File: config.mk
export PLATFORM = sky130hd
export DESIGN_NAME = seq_pattern_generator
export DESIGN_NICKNAME = d
export VERILOG_FILES = /design/src/rtl/seq_pattern_generator_pkg.sv /design/src/rtl/seq_bit_timer.sv /design/src/rtl/seq_pattern_generator.sv
export SDC_FILE = /design/constraint.sdc
export NUM_CORES = 1
export LEC_CHECK = 0
export ABC_CLOCK_PERIOD_IN_PS = 5100
export BUFFER_PORTS_ARGS = -buffer_cell sky130_fd_sc_hd__buf_2
export CAP_MARGIN = 5
export CORE_AREA = 3 3 83 124
export DETAILED_ROUTE_END_ITERATION = 8
export DIE_AREA = 0 0 86 127
export PLACE_DENSITY = 0.65
export SLEW_MARGIN = 20
export SYNTH_ARGS = -nofsm -noshare
export SYNTH_HDL_FRONTEND = slang
export SYNTH_SLANG_ARGS = --single-unit
File: constraint.sdc
create_clock -name clk -period 5.1 [get_ports clk]
set_input_delay 0.765 -clock clk [delete_from_list [all_inputs] [get_ports clk]]
set_output_delay 0.765 -clock clk [all_outputs]
set_load 0.01 [all_outputs]
File: src/rtl/seq_pattern_generator_pkg.sv
// rtl/seq_pattern_generator_pkg.sv - shared encodings and constants for the serial pattern link
// Holds FSM state encodings, default pattern, PRBS-7 seed/taps and LED history width.
package seq_pattern_generator_pkg;

  typedef enum logic [1:0] {
    ST_IDLE  = 2'd0,
    ST_SHIFT = 2'd1,
    ST_GAP   = 2'd2,
    ST_DONE  = 2'd3
  } seq_state_t;

  localparam logic [4:0] DEFAULT_PATTERN = 5'b11010;
  localparam logic [6:0] PRBS7_SEED      = 7'h7F;
  localparam logic [6:0] PRBS7_TAPS      = 7'b1100000;
  localparam int         LED_W           = 5;

  // x^7 + x^6 + 1 Fibonacci step; the bit leaving s[6] is the emitted PRBS bit
  function automatic logic [6:0] prbs7_step(input logic [6:0] s);
    return {s[5:0], ^(s & PRBS7_TAPS)};
  endfunction

endpackage

File: src/rtl/seq_bit_timer.sv
// rtl/seq_bit_timer.sv - bit-period down-counter
// load restarts the period at div; tick marks the last clock of the period.
module seq_bit_timer #(
  parameter int DIV_W = 16
) (
  input  logic             clk,
  input  logic             rst_n,
  input  logic             load,
  input  logic [DIV_W-1:0] div,
  output logic             tick
);

  logic [DIV_W-1:0] cnt;

  always_ff @(posedge clk or negedge rst_n) begin
    if (!rst_n) begin
      cnt <= '0;
    end else if (load) begin
      cnt <= div;
    end else if (cnt != '0) begin
      cnt <= cnt - 1'b1;
    end
  end

  assign tick = (cnt == '0);

endmodule

File: src/rtl/seq_pattern_generator.sv
// rtl/seq_pattern_generator.sv - serial test-pattern transmitter, MSB first, with repeats and gaps
// Optional SEQ_GEN_PRBS_EN: gap bits come from a PRBS-7 LFSR instead of constant 0.
module seq_pattern_generator
  import seq_pattern_generator_pkg::*;
#(
  parameter int PAT_W = 5,
  parameter int CNT_W = 8,
  parameter int GAP_W = 4,
  parameter int DIV_W = 16
) (
  input  logic             clk,
  input  logic             rst_n,
  input  logic             start,
  input  logic             abort,
  input  logic [PAT_W-1:0] pattern,
  input  logic [CNT_W-1:0] rep_cnt,
  input  logic [GAP_W-1:0] gap_len,
  input  logic [DIV_W-1:0] bit_div,
  output logic             seq_out,
  output logic             bit_valid,
  output logic             busy,
  output logic             done,
  output logic [LED_W-1:0] LED_seq_out
);

  localparam int IDX_W = $clog2(PAT_W);
  localparam logic [IDX_W-1:0] IDX_MSB = IDX_W'(PAT_W - 1);

  seq_state_t       state, state_next;
  logic [PAT_W-1:0] sh_pat;
  logic [GAP_W-1:0] sh_gap, gap_left;
  logic [DIV_W-1:0] sh_div;
  logic [CNT_W-1:0] rep_left;
  logic [IDX_W-1:0] idx;
  logic             tick, emit, emit_val, gap_bit;
  logic             capture, idx_step, pat_end, gap_step, gap_emit;
  logic             last_bit, last_rep;

  assign last_bit = (idx == '0);
  // rep_left stays 0 in continuous mode, so the last repetition is never reached
  assign last_rep = (rep_left == CNT_W'(1));

`ifdef SEQ_GEN_PRBS_EN
  logic [6:0] lfsr;

  always_ff @(posedge clk or negedge rst_n) begin
    if (!rst_n) begin
      lfsr <= PRBS7_SEED;
    end else if (gap_emit) begin
      lfsr <= prbs7_step(lfsr);
    end
  end

  assign gap_bit = lfsr[6];
`else
  assign gap_bit = 1'b0;
`endif

  seq_bit_timer #(.DIV_W(DIV_W)) u_timer (
    .clk   (clk),
    .rst_n (rst_n),
    .load  (emit),
    .div   ((state == ST_IDLE) ? bit_div : sh_div),
    .tick  (tick)
  );

  always_comb begin
    state_next = state;
    emit       = 1'b0;
    emit_val   = 1'b0;
    capture    = 1'b0;
    idx_step   = 1'b0;
    pat_end    = 1'b0;
    gap_step   = 1'b0;
    gap_emit   = 1'b0;
    case (state)
      ST_IDLE: begin
        if (start && !abort) begin
          state_next = ST_SHIFT;
          capture    = 1'b1;
          emit       = 1'b1;
          emit_val   = pattern[PAT_W-1];
        end
      end
      ST_SHIFT: begin
        if (abort) begin
          state_next = ST_IDLE;
        end else if (tick) begin
          if (!last_bit) begin
            idx_step = 1'b1;
            emit     = 1'b1;
            emit_val = sh_pat[idx - 1'b1];
          end else begin
            pat_end = 1'b1;
            if (last_rep) begin
              state_next = ST_DONE;
            end else if (sh_gap != '0) begin
              state_next = ST_GAP;
              emit       = 1'b1;
              gap_emit   = 1'b1;
              emit_val   = gap_bit;
            end else begin
              emit     = 1'b1;
              emit_val = sh_pat[PAT_W-1];
            end
          end
        end
      end
      ST_GAP: begin
        if (abort) begin
          state_next = ST_IDLE;
        end else if (tick) begin
          gap_step = 1'b1;
          emit     = 1'b1;
          if (gap_left == GAP_W'(1)) begin
            state_next = ST_SHIFT;
            emit_val   = sh_pat[PAT_W-1];
          end else begin
            gap_emit = 1'b1;
            emit_val = gap_bit;
          end
        end
      end
      ST_DONE: state_next = ST_IDLE;
      default: state_next = ST_IDLE;
    endcase
  end

  always_ff @(posedge clk or negedge rst_n) begin
    if (!rst_n) begin
      state <= ST_IDLE;
    end else begin
      state <= state_next;
    end
  end

  always_ff @(posedge clk or negedge rst_n) begin
    if (!rst_n) begin
      seq_out     <= 1'b0;
      bit_valid   <= 1'b0;
      LED_seq_out <= '0;
      sh_pat      <= '0;
      sh_gap      <= '0;
      sh_div      <= '0;
      rep_left    <= '0;
      gap_left    <= '0;
      idx         <= '0;
    end else begin
      bit_valid <= emit;
      if (emit) begin
        seq_out     <= emit_val;
        LED_seq_out <= {LED_seq_out[LED_W-2:0], emit_val};
      end else if (state_next == ST_IDLE || state_next == ST_DONE) begin
        seq_out <= 1'b0;
      end
      if (capture) begin
        sh_pat   <= pattern;
        sh_gap   <= gap_len;
        sh_div   <= bit_div;
        rep_left <= rep_cnt;
        idx      <= IDX_MSB;
      end
      if (idx_step) idx <= idx - 1'b1;
      if (pat_end) begin
        idx      <= IDX_MSB;
        gap_left <= sh_gap;
        if (rep_left != '0) rep_left <= rep_left - 1'b1;
      end
      if (gap_step) gap_left <= gap_left - 1'b1;
    end
  end

  assign busy = (state == ST_SHIFT) || (state == ST_GAP);
  assign done = (state == ST_DONE);

endmodule

==> run metrics <==
area share of the largest cell type after synthesis 0.445; Main synth FF type dfrtp_1; post-synth top area cell dfrtp_1; sequential share of the synthesized area 0.445; iteration count of the initial detailed-routing pass 4; Cell Pwr Density roughly 530 mW/mm2; most frequent cell after synthesis nand2_1; Max Root-Sink Buffers 2; Worst Path Required around 5.3 ns; FFs w/ async S/R, synth 1.00; vias in the first global route 3104; YS warnings 0; # clock sinks 65; postcts setup bufs 0; H-tree depth 3; Setup CP Type flop to flop; Crit Path Max Fanout 14; fmax between 300 and 400 MHz; num rows 43; Design Area, Final about 0.0043 mm2; kind of start point of the critical path flop; first-pass GRT wire length 14.1 mm; # diodes 0; WL/cell around 14 um; Setup TNS 0 ns; total congestion overflow 0; final hold vios 0; FF+latch count, synth 65; min cycle time layout roughly 3 ns; DRT Wirelength ~8 mm; Leak about 2.1 nW; maximum vdd ir drop approximately 220 uV; clk_skew around 0.0055 ns; number of synthesized flops with an enable pin 0; post-cts resize count 0; Gate Count Post-Synth 411; clock share of power 0.308; Logic pwr share 0.295; Sw Ratio 0.342; status finished clean; P_sw ~0.00078 W; DRC 0; # fillers roughly 900; Final Setup Violations 0; Initial Util 0.393; register share of total power 0.396; vias ~3000; syn nets between 400 and 500; fin crit share 0.579; syn_area_per_cell between 8 and 9 um2; Die X-Extent approximately 86 um; routability congestion estimate around 0.84; Total GRT Usage 0.163; post-route ant nets 0; Post-layout nets 504; Max-cap violations 0; clock transition at the registers of the reported paths 0.05 ns; Post-CTS Hold Fix Bufs 0; synth unique cells 49; CTS tree built; Top-Level Pins between 40 and 50; Critical Path AT approximately 3.2 ns; most frequent cells after synthesis 112 x nand2_1, 65 x dfrtp_1, 20 x nor2_1; fraction of layout cells with a size suffix above 1 0.168; Skew-Pair Late Insertion Delay approximately 0.33 ns; Area Overhead vs Synth 18.2%; Slew @ Worst Pin ~0.82 ns; Final HPWL DP 5.80 mm; largest net degree at the start of global routing 66; initial antenna violation count 0; CTS Buf Count 9; Iter 0 DRT Violations between 150 and 200; Worst Hold Class flop to flop; root buf cell clkbuf_16; Vias/cell between 5 and 6; placed inst area about 0.0040 mm2; Placeable Area between 0.009 and 0.01 mm2; number of port buffers 45; internal power 0.00151 W; area of the die approximately 0.011 mm2; Die Ht about 130 um; top post-synthesis cells by area dfrtp_1 44%, nand2_1 11%, mux2i_1 4.7%; relative slew slack 0.451; synthesized area around 0.0037 mm2; max-slew violations 0; RSZ-0062 raised after global routing no; Critical Path End Type flop
[worst paths after layout]
check | start | endpoint | slack, ns | depth (start not counted)
setup / recovery | u_timer.cnt[0] | rep_left[4] | 2.15 | 7
hold / removal | sh_div[9] | sh_div[9] | 0.46 | 2
setup reg to reg | u_timer.cnt[0] | rep_left[4] | 2.15 | 7
hold reg to reg | sh_div[9] | sh_div[9] | 0.46 | 2
max in group asynchronous | rst_n | u_timer.cnt[12] | 3.95 | 2
min in group asynchronous | rst_n | sh_div[6] | 0.60 | 2
[cell families after synthesis]
logic type | Yosys count | share of synthesized area
AOI/OAI and AO/OA | 63 | 0.110
xor gates and xnor gates | 16 | 0.0383
adders and majority gates | 13 | 0.0445
buffers and inverters | 31 | 0.0345
DFF | 65 | 0.445
muxes | 18 | 0.0527
and+or+nand+nor | 205 | 0.276
[cell type report]
cell class	count	area [um2]	area share
multi-input cells	315	1910	0.441
flip-flops and latches	65	1630	0.376
repair buffers	49	255	0.0590
clock buffers	11	243	0.0561
well taps	112	140	0.0324
clock inverters	5	103	0.0237
inverters	14	52.6	0.0121
[cell usage in the layout, fill, tap and decap left out, types with 7 or more instances in the layout]
cell type	synthesis	routed
clkbuf_16	0	9
dfrtp_1	65	65
a21oi_1	17	17
xor2_1	11	11
nor3_1	11	11
inv_1	14	14
buf_2	2	45
o21ai_0	11	11
ha_1	13	13
nand2b_1	7	7
nand2_1	112	112
nor2b_1	7	7
nor2_1	20	20
mux2i_1	17	17
nand3_1	13	13
[critical path, stage by stage (launching register included)]
cell and delay [ns]:
dfrtp_1 0.42, inv_1 0.13, ha_1 0.15, nor4b_2 0.33
nand4_1 0.62, nor4_2 0.74, nor2_1 0.09, a221o_1 0.35
[power by group through the flow]
stage / logic (W) / clock network, W / registers [W]
6_report: 0.000677 / 0.000708 / 0.000910
5_1_grt: 0.000794 / 0.000745 / 0.000938
4_1_cts: 0.000689 / 0.000723 / 0.000908
3_5_place_dp: 0.000682 / 0 / 0.000916
3_3_place_gp: 0.000670 / 0 / 0.000909
2_1_floorplan: 0.000523 / 0 / 0.000880
[state kept, by name, indices dropped and copies added, names as in the netlist]
register,cells
state,2
sh_div,16
sh_gap,4
LED_seq_out,5
idx,3
u_timer.cnt,16
bit_valid,1
seq_out,1
rep_left,8
gap_left,4
sh_pat,5
[metal layers]
metal  share of wire  GRT usage  vias up
met5               0          0        -
met4           0.015     0.0587        0
met3           0.045     0.0419       11
met2            0.53      0.289       65
met1            0.41      0.186     1408
li1                -          -     1512
[stage by stage]
| step | power [W] | setup WS [ns] | cells | util | hold WS, ns |
|---|---|---|---|---|---|
| after global routing | 0.00248 | 1.93 | 571 | 0.465 | 0.490 |
| final | 0.00230 | 2.15 | 571 | 0.465 | 0.463 |
| after global placement | 0.00158 | 2.31 | 555 | 0.428 | 0.449 |
| after CTS | 0.00232 | 2.16 | 571 | 0.465 | 0.467 |
| after detailed placement | 0.00160 | 2.15 | 555 | 0.428 | 0.454 |
| after floorplan | 0.00140 | 2.78 | 411 | - | 0.438 |
Note: power is estimated with default switching activity, not from simulation.
